[config.mk]
export PLATFORM = sky130hd
export DESIGN_NAME = mul8_share_arb_flat
export DESIGN_NICKNAME = d
export VERILOG_FILES = /design/src/rtl/mul8_share_arb_if.sv /design/src/rtl/mul8_share_arb.sv /design/src/flat_wrapper.sv
export SDC_FILE = /design/constraint.sdc
export NUM_CORES = 1
export LEC_CHECK = 0
export CAP_MARGIN = 20
export CORE_MARGIN = 8
export CORE_UTILIZATION = 45
export CTS_CLUSTER_DIAMETER = 30
export DETAILED_ROUTE_END_ITERATION = 10
export GPL_ROUTABILITY_DRIVEN = 0
export PLACE_DENSITY_LB_ADDON = 0.05
export SLEW_MARGIN = 20
export SYNTH_ARGS = -nofsm -noshare
export SYNTH_HDL_FRONTEND = slang
export SYNTH_SLANG_ARGS = --single-unit
export TNS_END_PERCENT = 1
[constraint.sdc]
create_clock -name clk -period 4.6 [get_ports clk]
set_clock_uncertainty 0.15 [all_clocks]
set_input_delay 0.92 -clock clk [delete_from_list [all_inputs] [get_ports clk]]
set_output_delay 0.92 -clock clk [all_outputs]
set_load 0.03 [all_outputs]
[src/rtl/mul8_share_arb_if.sv]
// mul8_share_arb_if: request/response handshake bundle for mul8_share_arb.
// req0/req1: valid, ready, a, b; rsp0/rsp1: valid, ready; rsp_data, busy.
interface mul8_share_arb_if;
  logic        req0_valid;
  logic        req0_ready;
  logic [7:0]  req0_a;
  logic [7:0]  req0_b;
  logic        req1_valid;
  logic        req1_ready;
  logic [7:0]  req1_a;
  logic [7:0]  req1_b;
  logic        rsp0_valid;
  logic        rsp0_ready;
  logic        rsp1_valid;
  logic        rsp1_ready;
  logic [15:0] rsp_data;
  logic        busy;

  modport master (
    output req0_valid, req0_a, req0_b,
    output req1_valid, req1_a, req1_b,
    output rsp0_ready, rsp1_ready,
    input  req0_ready, req1_ready,
    input  rsp0_valid, rsp1_valid,
    input  rsp_data, busy
  );

  modport slave (
    input  req0_valid, req0_a, req0_b,
    input  req1_valid, req1_a, req1_b,
    input  rsp0_ready, rsp1_ready,
    output req0_ready, req1_ready,
    output rsp0_valid, rsp1_valid,
    output rsp_data, busy
  );
endinterface

[src/rtl/mul8_share_arb.sv]
// mul8_share_arb: round-robin share of one 8x8 multiplier (multi_8).
// Ports: clk, rst_n (sync, active-low), bus (slave modport of
// mul8_share_arb_if). Macro MUL8_SHARE_ARB_STATS_EN adds
// gnt0_cnt/gnt1_cnt saturating accept counters.
module multi_8 (
  input  logic [7:0]  a,
  input  logic [7:0]  b,
  output logic [15:0] p
);
  assign p = 16'(a) * 16'(b);
endmodule

module mul8_share_arb #(
  parameter int unsigned CALC_CYCLES = 1
) (
  input  logic clk,
  input  logic rst_n,
  mul8_share_arb_if.slave bus
`ifdef MUL8_SHARE_ARB_STATS_EN
  ,
  output logic [15:0] gnt0_cnt,
  output logic [15:0] gnt1_cnt
`endif
);

  typedef enum logic [1:0] {
    IDLE,
    CALC,
    RESP
  } state_t;

  localparam logic [3:0] CNT_INIT = 4'(CALC_CYCLES - 1);

  state_t      state;
  logic [7:0]  op_a;
  logic [7:0]  op_b;
  logic [3:0]  cnt;
  logic        owner;
  logic        last_grant;
  logic [15:0] rsp_q;
  logic        v0_q;
  logic        v1_q;
  logic        busy_q;
  logic [15:0] prod;
  logic        gnt0;
  logic        gnt1;

  // multiplier sees only the op registers
  multi_8 u_mul (
    .a (op_a),
    .b (op_b),
    .p (prod)
  );

  // tie goes to the requester that did not win last time
  always_comb begin
    gnt0 = 1'b0;
    gnt1 = 1'b0;
    if (state == IDLE) begin
      priority case (1'b1)
        bus.req0_valid && bus.req1_valid: begin
          gnt0 = last_grant;
          gnt1 = ~last_grant;
        end
        bus.req0_valid: gnt0 = 1'b1;
        bus.req1_valid: gnt1 = 1'b1;
        default: ;
      endcase
    end
  end

  always_ff @(posedge clk) begin
    if (!rst_n) begin
      state      <= IDLE;
      op_a       <= '0;
      op_b       <= '0;
      cnt        <= '0;
      owner      <= 1'b0;
      last_grant <= 1'b1;
      rsp_q      <= '0;
      v0_q       <= 1'b0;
      v1_q       <= 1'b0;
      busy_q     <= 1'b0;
    end else begin
      unique case (state)
        IDLE: begin
          if (gnt0 || gnt1) begin
            op_a       <= gnt1 ? bus.req1_a : bus.req0_a;
            op_b       <= gnt1 ? bus.req1_b : bus.req0_b;
            owner      <= gnt1;
            last_grant <= gnt1;
            cnt        <= CNT_INIT;
            state      <= CALC;
            busy_q     <= 1'b1;
          end
        end
        CALC: begin
          if (cnt == 4'd0) begin
            rsp_q <= prod;
            state <= RESP;
            v0_q  <= ~owner;
            v1_q  <= owner;
          end else begin
            cnt <= cnt - 4'd1;
          end
        end
        RESP: begin
          // only the owner's ready releases the product
          if (owner ? bus.rsp1_ready : bus.rsp0_ready) begin
            state  <= IDLE;
            busy_q <= 1'b0;
            v0_q   <= 1'b0;
            v1_q   <= 1'b0;
          end
        end
        default: state <= IDLE;
      endcase
    end
  end

  assign bus.req0_ready = gnt0;
  assign bus.req1_ready = gnt1;
  assign bus.rsp0_valid = v0_q;
  assign bus.rsp1_valid = v1_q;
  assign bus.rsp_data   = rsp_q;
  assign bus.busy       = busy_q;

`ifdef MUL8_SHARE_ARB_STATS_EN
  always_ff @(posedge clk) begin
    if (!rst_n) begin
      gnt0_cnt <= '0;
      gnt1_cnt <= '0;
    end else begin
      if (gnt0 && gnt0_cnt != 16'hffff)
        gnt0_cnt <= gnt0_cnt + 16'd1;
      if (gnt1 && gnt1_cnt != 16'hffff)
        gnt1_cnt <= gnt1_cnt + 16'd1;
    end
  end
`endif

endmodule

[src/flat_wrapper.sv]
// flat-port wrapper written by rule: the top's interface ports become plain ports
module mul8_share_arb_flat 
#(
  parameter int unsigned CALC_CYCLES = 1
)
  (clk, rst_n, bus_req0_valid, bus_req0_a, bus_req0_b, bus_req1_valid, bus_req1_a, bus_req1_b, bus_rsp0_ready, bus_rsp1_ready, bus_req0_ready, bus_req1_ready, bus_rsp0_valid, bus_rsp1_valid, bus_rsp_data, bus_busy);
  mul8_share_arb_if bus_i ();
  input  logic clk;
  input  logic rst_n;
  input wire logic [$bits(bus_i.req0_valid)-1:0] bus_req0_valid;
  input wire logic [$bits(bus_i.req0_a)-1:0] bus_req0_a;
  input wire logic [$bits(bus_i.req0_b)-1:0] bus_req0_b;
  input wire logic [$bits(bus_i.req1_valid)-1:0] bus_req1_valid;
  input wire logic [$bits(bus_i.req1_a)-1:0] bus_req1_a;
  input wire logic [$bits(bus_i.req1_b)-1:0] bus_req1_b;
  input wire logic [$bits(bus_i.rsp0_ready)-1:0] bus_rsp0_ready;
  input wire logic [$bits(bus_i.rsp1_ready)-1:0] bus_rsp1_ready;
  output wire logic [$bits(bus_i.req0_ready)-1:0] bus_req0_ready;
  output wire logic [$bits(bus_i.req1_ready)-1:0] bus_req1_ready;
  output wire logic [$bits(bus_i.rsp0_valid)-1:0] bus_rsp0_valid;
  output wire logic [$bits(bus_i.rsp1_valid)-1:0] bus_rsp1_valid;
  output wire logic [$bits(bus_i.rsp_data)-1:0] bus_rsp_data;
  output wire logic [$bits(bus_i.busy)-1:0] bus_busy;
  assign bus_i.req0_valid = bus_req0_valid;
  assign bus_i.req0_a = bus_req0_a;
  assign bus_i.req0_b = bus_req0_b;
  assign bus_i.req1_valid = bus_req1_valid;
  assign bus_i.req1_a = bus_req1_a;
  assign bus_i.req1_b = bus_req1_b;
  assign bus_i.rsp0_ready = bus_rsp0_ready;
  assign bus_i.rsp1_ready = bus_rsp1_ready;
  assign bus_req0_ready = bus_i.req0_ready;
  assign bus_req1_ready = bus_i.req1_ready;
  assign bus_rsp0_valid = bus_i.rsp0_valid;
  assign bus_rsp1_valid = bus_i.rsp1_valid;
  assign bus_rsp_data = bus_i.rsp_data;
  assign bus_busy = bus_i.busy;
  mul8_share_arb #(.CALC_CYCLES(CALC_CYCLES)) u_core (.clk(clk), .rst_n(rst_n), .bus(bus_i));
endmodule
==> impl_metrics.json <==
{
  "status": "finished, final reports clean",
  "clkPwrFrac": 0.174,
  "p_sw_uw": 550,
  "ys.flop_type": "dfxtp_1",
  "grt_start_max_net_pins": 24,
  "cp_max_fo": 9,
  "die_w_microns": 107,
  "io_buffers": 58,
  "cp.required_ns": 4.67,
  "yosysMostFrequentCell": "and2_1",
  "fin_nets": 603,
  "seqPwrFrac": 0.364,
  "fmax_mhz": 227,
  "syn_inst": 424,
  "drv_cap": 0,
  "synthTopCellsByCount": "and2_1, inv_1, dfxtp_1",
  "hpwl_microns": 7440,
  "drc": 0,
  "syn_nets": 536,
  "clk_latency_ns": 0.30,
  "routedWlPerCell_microns": 15.3,
  "num_antenna_cells": 0,
  "switching_share": 0.404,
  "syn_area_per_cell_sq_um": 8.87,
  "leakage_nw": 2.14,
  "num_vias": 3241,
  "first_global_vias": 3230,
  "grtUsageTotal": 0.160,
  "numCtsBuffers": 5,
  "area_delta_synth_final_pct": 23.9,
  "r2r_start": "u_core.op_b[7]",
  "rsz0062_at_grt": "no",
  "ff_latch_area_sq_um": 875,
  "p_int_uw": 813,
  "slew_headroom": 0.480,
  "die_area_sq_um": 11500,
  "drv_slew": 0,
  "grt_pass1_wl_microns": 15000,
  "worstMarginPinSlew_ns": 0.780,
  "startpoint": "u_core.op_b[7]",
  "ff2ff_path_depth": 12,
  "async_flop_share": 0,
  "synth_area_leaders": "dfxtp_1, fa_1, ha_1",
  "via_per_inst": 5.43,
  "path_class": "reg -> reg",
  "synth.ff_latch_count": 43,
  "fin_cells": 597,
  "start_util": 0.460,
  "worstSetupStartpointType": "flop",
  "yosysWarningCount": 0,
  "finalHoldViolations": 0,
  "cts_max_level": 2,
  "yosysTopAreaCell": "dfxtp_1",
  "r2r_end": "u_core.bus.rsp_data[11]",
  "p_comb_frac": 0.462,
  "powerDensity_nw_per_um2": 293,
  "synth_edf_count": 0,
  "min_period_ns": 4.40,
  "multi_input_area_sq_um": 2690,
  "synth_top_area_share": 0.229,
  "setup_viol": 0,
  "arrival_ns": 4.47,
  "overflow": 0,
  "cts.clk_slew.worst_paths_ns": 0.08,
  "place_inst": 589,
  "critical_path.endpoint": "u_core.bus.rsp_data[11]",
  "wl_microns": 9140,
  "drt_pass1_iterations": 5,
  "synth.distinct_cells": 45,
  "chipHeight_microns": 107,
  "vdd_drop_max_mv": 0.234,
  "clockBufferDepth": 2,
  "fp.coreArea_sq_um": 8180,
  "rows": 33,
  "cts_tree": "built",
  "drtIter0Drc": 175,
  "seq_area_frac_synth": 0.229,
  "fin_crit_sh": 0.956,
  "cp-end-kind": "flop",
  "cts-root-buf": "clkbuf_8",
  "antenna_left": 0,
  "cts_setup_buffers": 0,
  "n_fill_cell": 769,
  "grt_antenna_before_repair": 0,
  "drive_gt1_frac": 0.0894,
  "hold_buffers": 0,
  "syn_area_sq_um": 3760,
  "clock-sinks": 43,
  "fin_setup_tns_ns": 0,
  "pin_count": 59,
  "r2r_slack_ns": 0.20,
  "hold_class": "reg -> reg"
}
flip-flops by register name, summed over array words and instances (netlist names):
signal                 count
u_core.bus.rsp_data       16
u_core.op_a                8
u_core.op_b                8
u_core.cnt                 4
u_core.state               2
u_core.bus.busy            1
u_core.bus.rsp0_valid      1
u_core.bus.rsp1_valid      1
u_core.last_grant          1
u_core.owner               1
worst max-delay path, cell delays in order (launching register included):
cell and delay, ns:
dfxtp_4 0.38, and2_1 0.16, fa_1 0.50, fa_1 0.52, fa_1 0.54, inv_1 0.06, fa_1 0.55, inv_1 0.05
ha_2 0.40, o2111ai_2 0.22, and2_4 0.22, or4_1 0.40, a31oi_1 0.17
worst min path at each step:
stage | from | endpoint | cells past startpoint
after floorplan | u_core.state[1] | u_core.state[1] | 2
after global placement | u_core.bus.rsp_data[9] | u_core.bus.rsp_data[9] | 2
after detailed placement | u_core.bus.rsp_data[3] | u_core.bus.rsp_data[3] | 2
after CTS | u_core.bus.rsp_data[3] | u_core.bus.rsp_data[3] | 2
after global routing | u_core.bus.rsp_data[6] | u_core.bus.rsp_data[6] | 2
final | u_core.bus.rsp_data[6] | u_core.bus.rsp_data[6] | 2
kinds of logic after synthesis:
group / Yosys count / share of synthesized area
XOR/XNOR: 4 / 0.00932
AO/OA/AOI/OAI: 77 / 0.148
buffers and inverters: 63 / 0.0656
adder cells (fa/ha/maj): 74 / 0.318
AND/OR/NAND/NOR: 162 / 0.227
multiplexers: 1 / 0.00266
flip-flops: 43 / 0.229
layer usage:
| layer | share of wire | up-vias | GRT usage |
|---|---|---|---|
| met5 | 0 | - | 0 |
| met4 | 0.017 | 0 | 0.0525 |
| met3 | 0.027 | 8 | 0.0234 |
| met2 | 0.53 | 47 | 0.286 |
| met1 | 0.42 | 1604 | 0.191 |
| li1 | - | 1582 | - |
metrics by stage:
step / utilization / hold WS, ns / instance area, sq um / setup WS, ns / power (mW)
5_1_grt: 0.570 / 0.325 / 4660 / 0.0274 / 1.47
3_5_place_dp: 0.554 / 0.300 / 4530 / 0.0162 / 1.12
3_3_place_gp: 0.554 / 0.291 / 4530 / 0.0960 / 1.11
4_1_cts: 0.564 / 0.312 / 4610 / 0.00664 / 1.37
2_1_floorplan: - / 0.326 / 3760 / 0.280 / 0.904
6_report: 0.570 / 0.310 / 4660 / 0.201 / 1.36
placed cells by master (no fill, tap or decap), types with 8 or more instances in the layout:
cell / n
a21oi_1: 24
dfxtp_1: 36
buf_4: 15
fa_1: 36
clkdlybuf4s50_1: 58
and2_1: 53
inv_1: 49
nor2_1: 30
o21ai_0: 9
a222oi_1: 16
ha_1: 34
nand2_1: 32
nand3_1: 13
nor3_1: 8
cell type report:
type                            instances  area share
Multi-Input combinational cell        318       0.577
Clock inverter                          1     0.00107
Tap cell                              105      0.0282
Timing Repair Buffer                   73       0.149
Sequential cell                        43       0.188
Inverter                               50      0.0403
Clock buffer                            7      0.0164
repair_timing:
item | 4_1_cts | 5_1_grt
endpoints found under the hold margin | 0 | 0
endpoints found under the setup margin | 0 | 6
gates resized for setup | 0 | 15
power by group through the flow:
stage          Clock, mW  Sequential [mW]  Combinational, mW
3_3_place_gp           0            0.499              0.616
5_1_grt            0.263            0.506              0.703
4_1_cts            0.249            0.493              0.626
6_report           0.238            0.496              0.629
2_1_floorplan          0            0.521              0.384
3_5_place_dp           0            0.501              0.623
(Power assumes the default switching activity.)
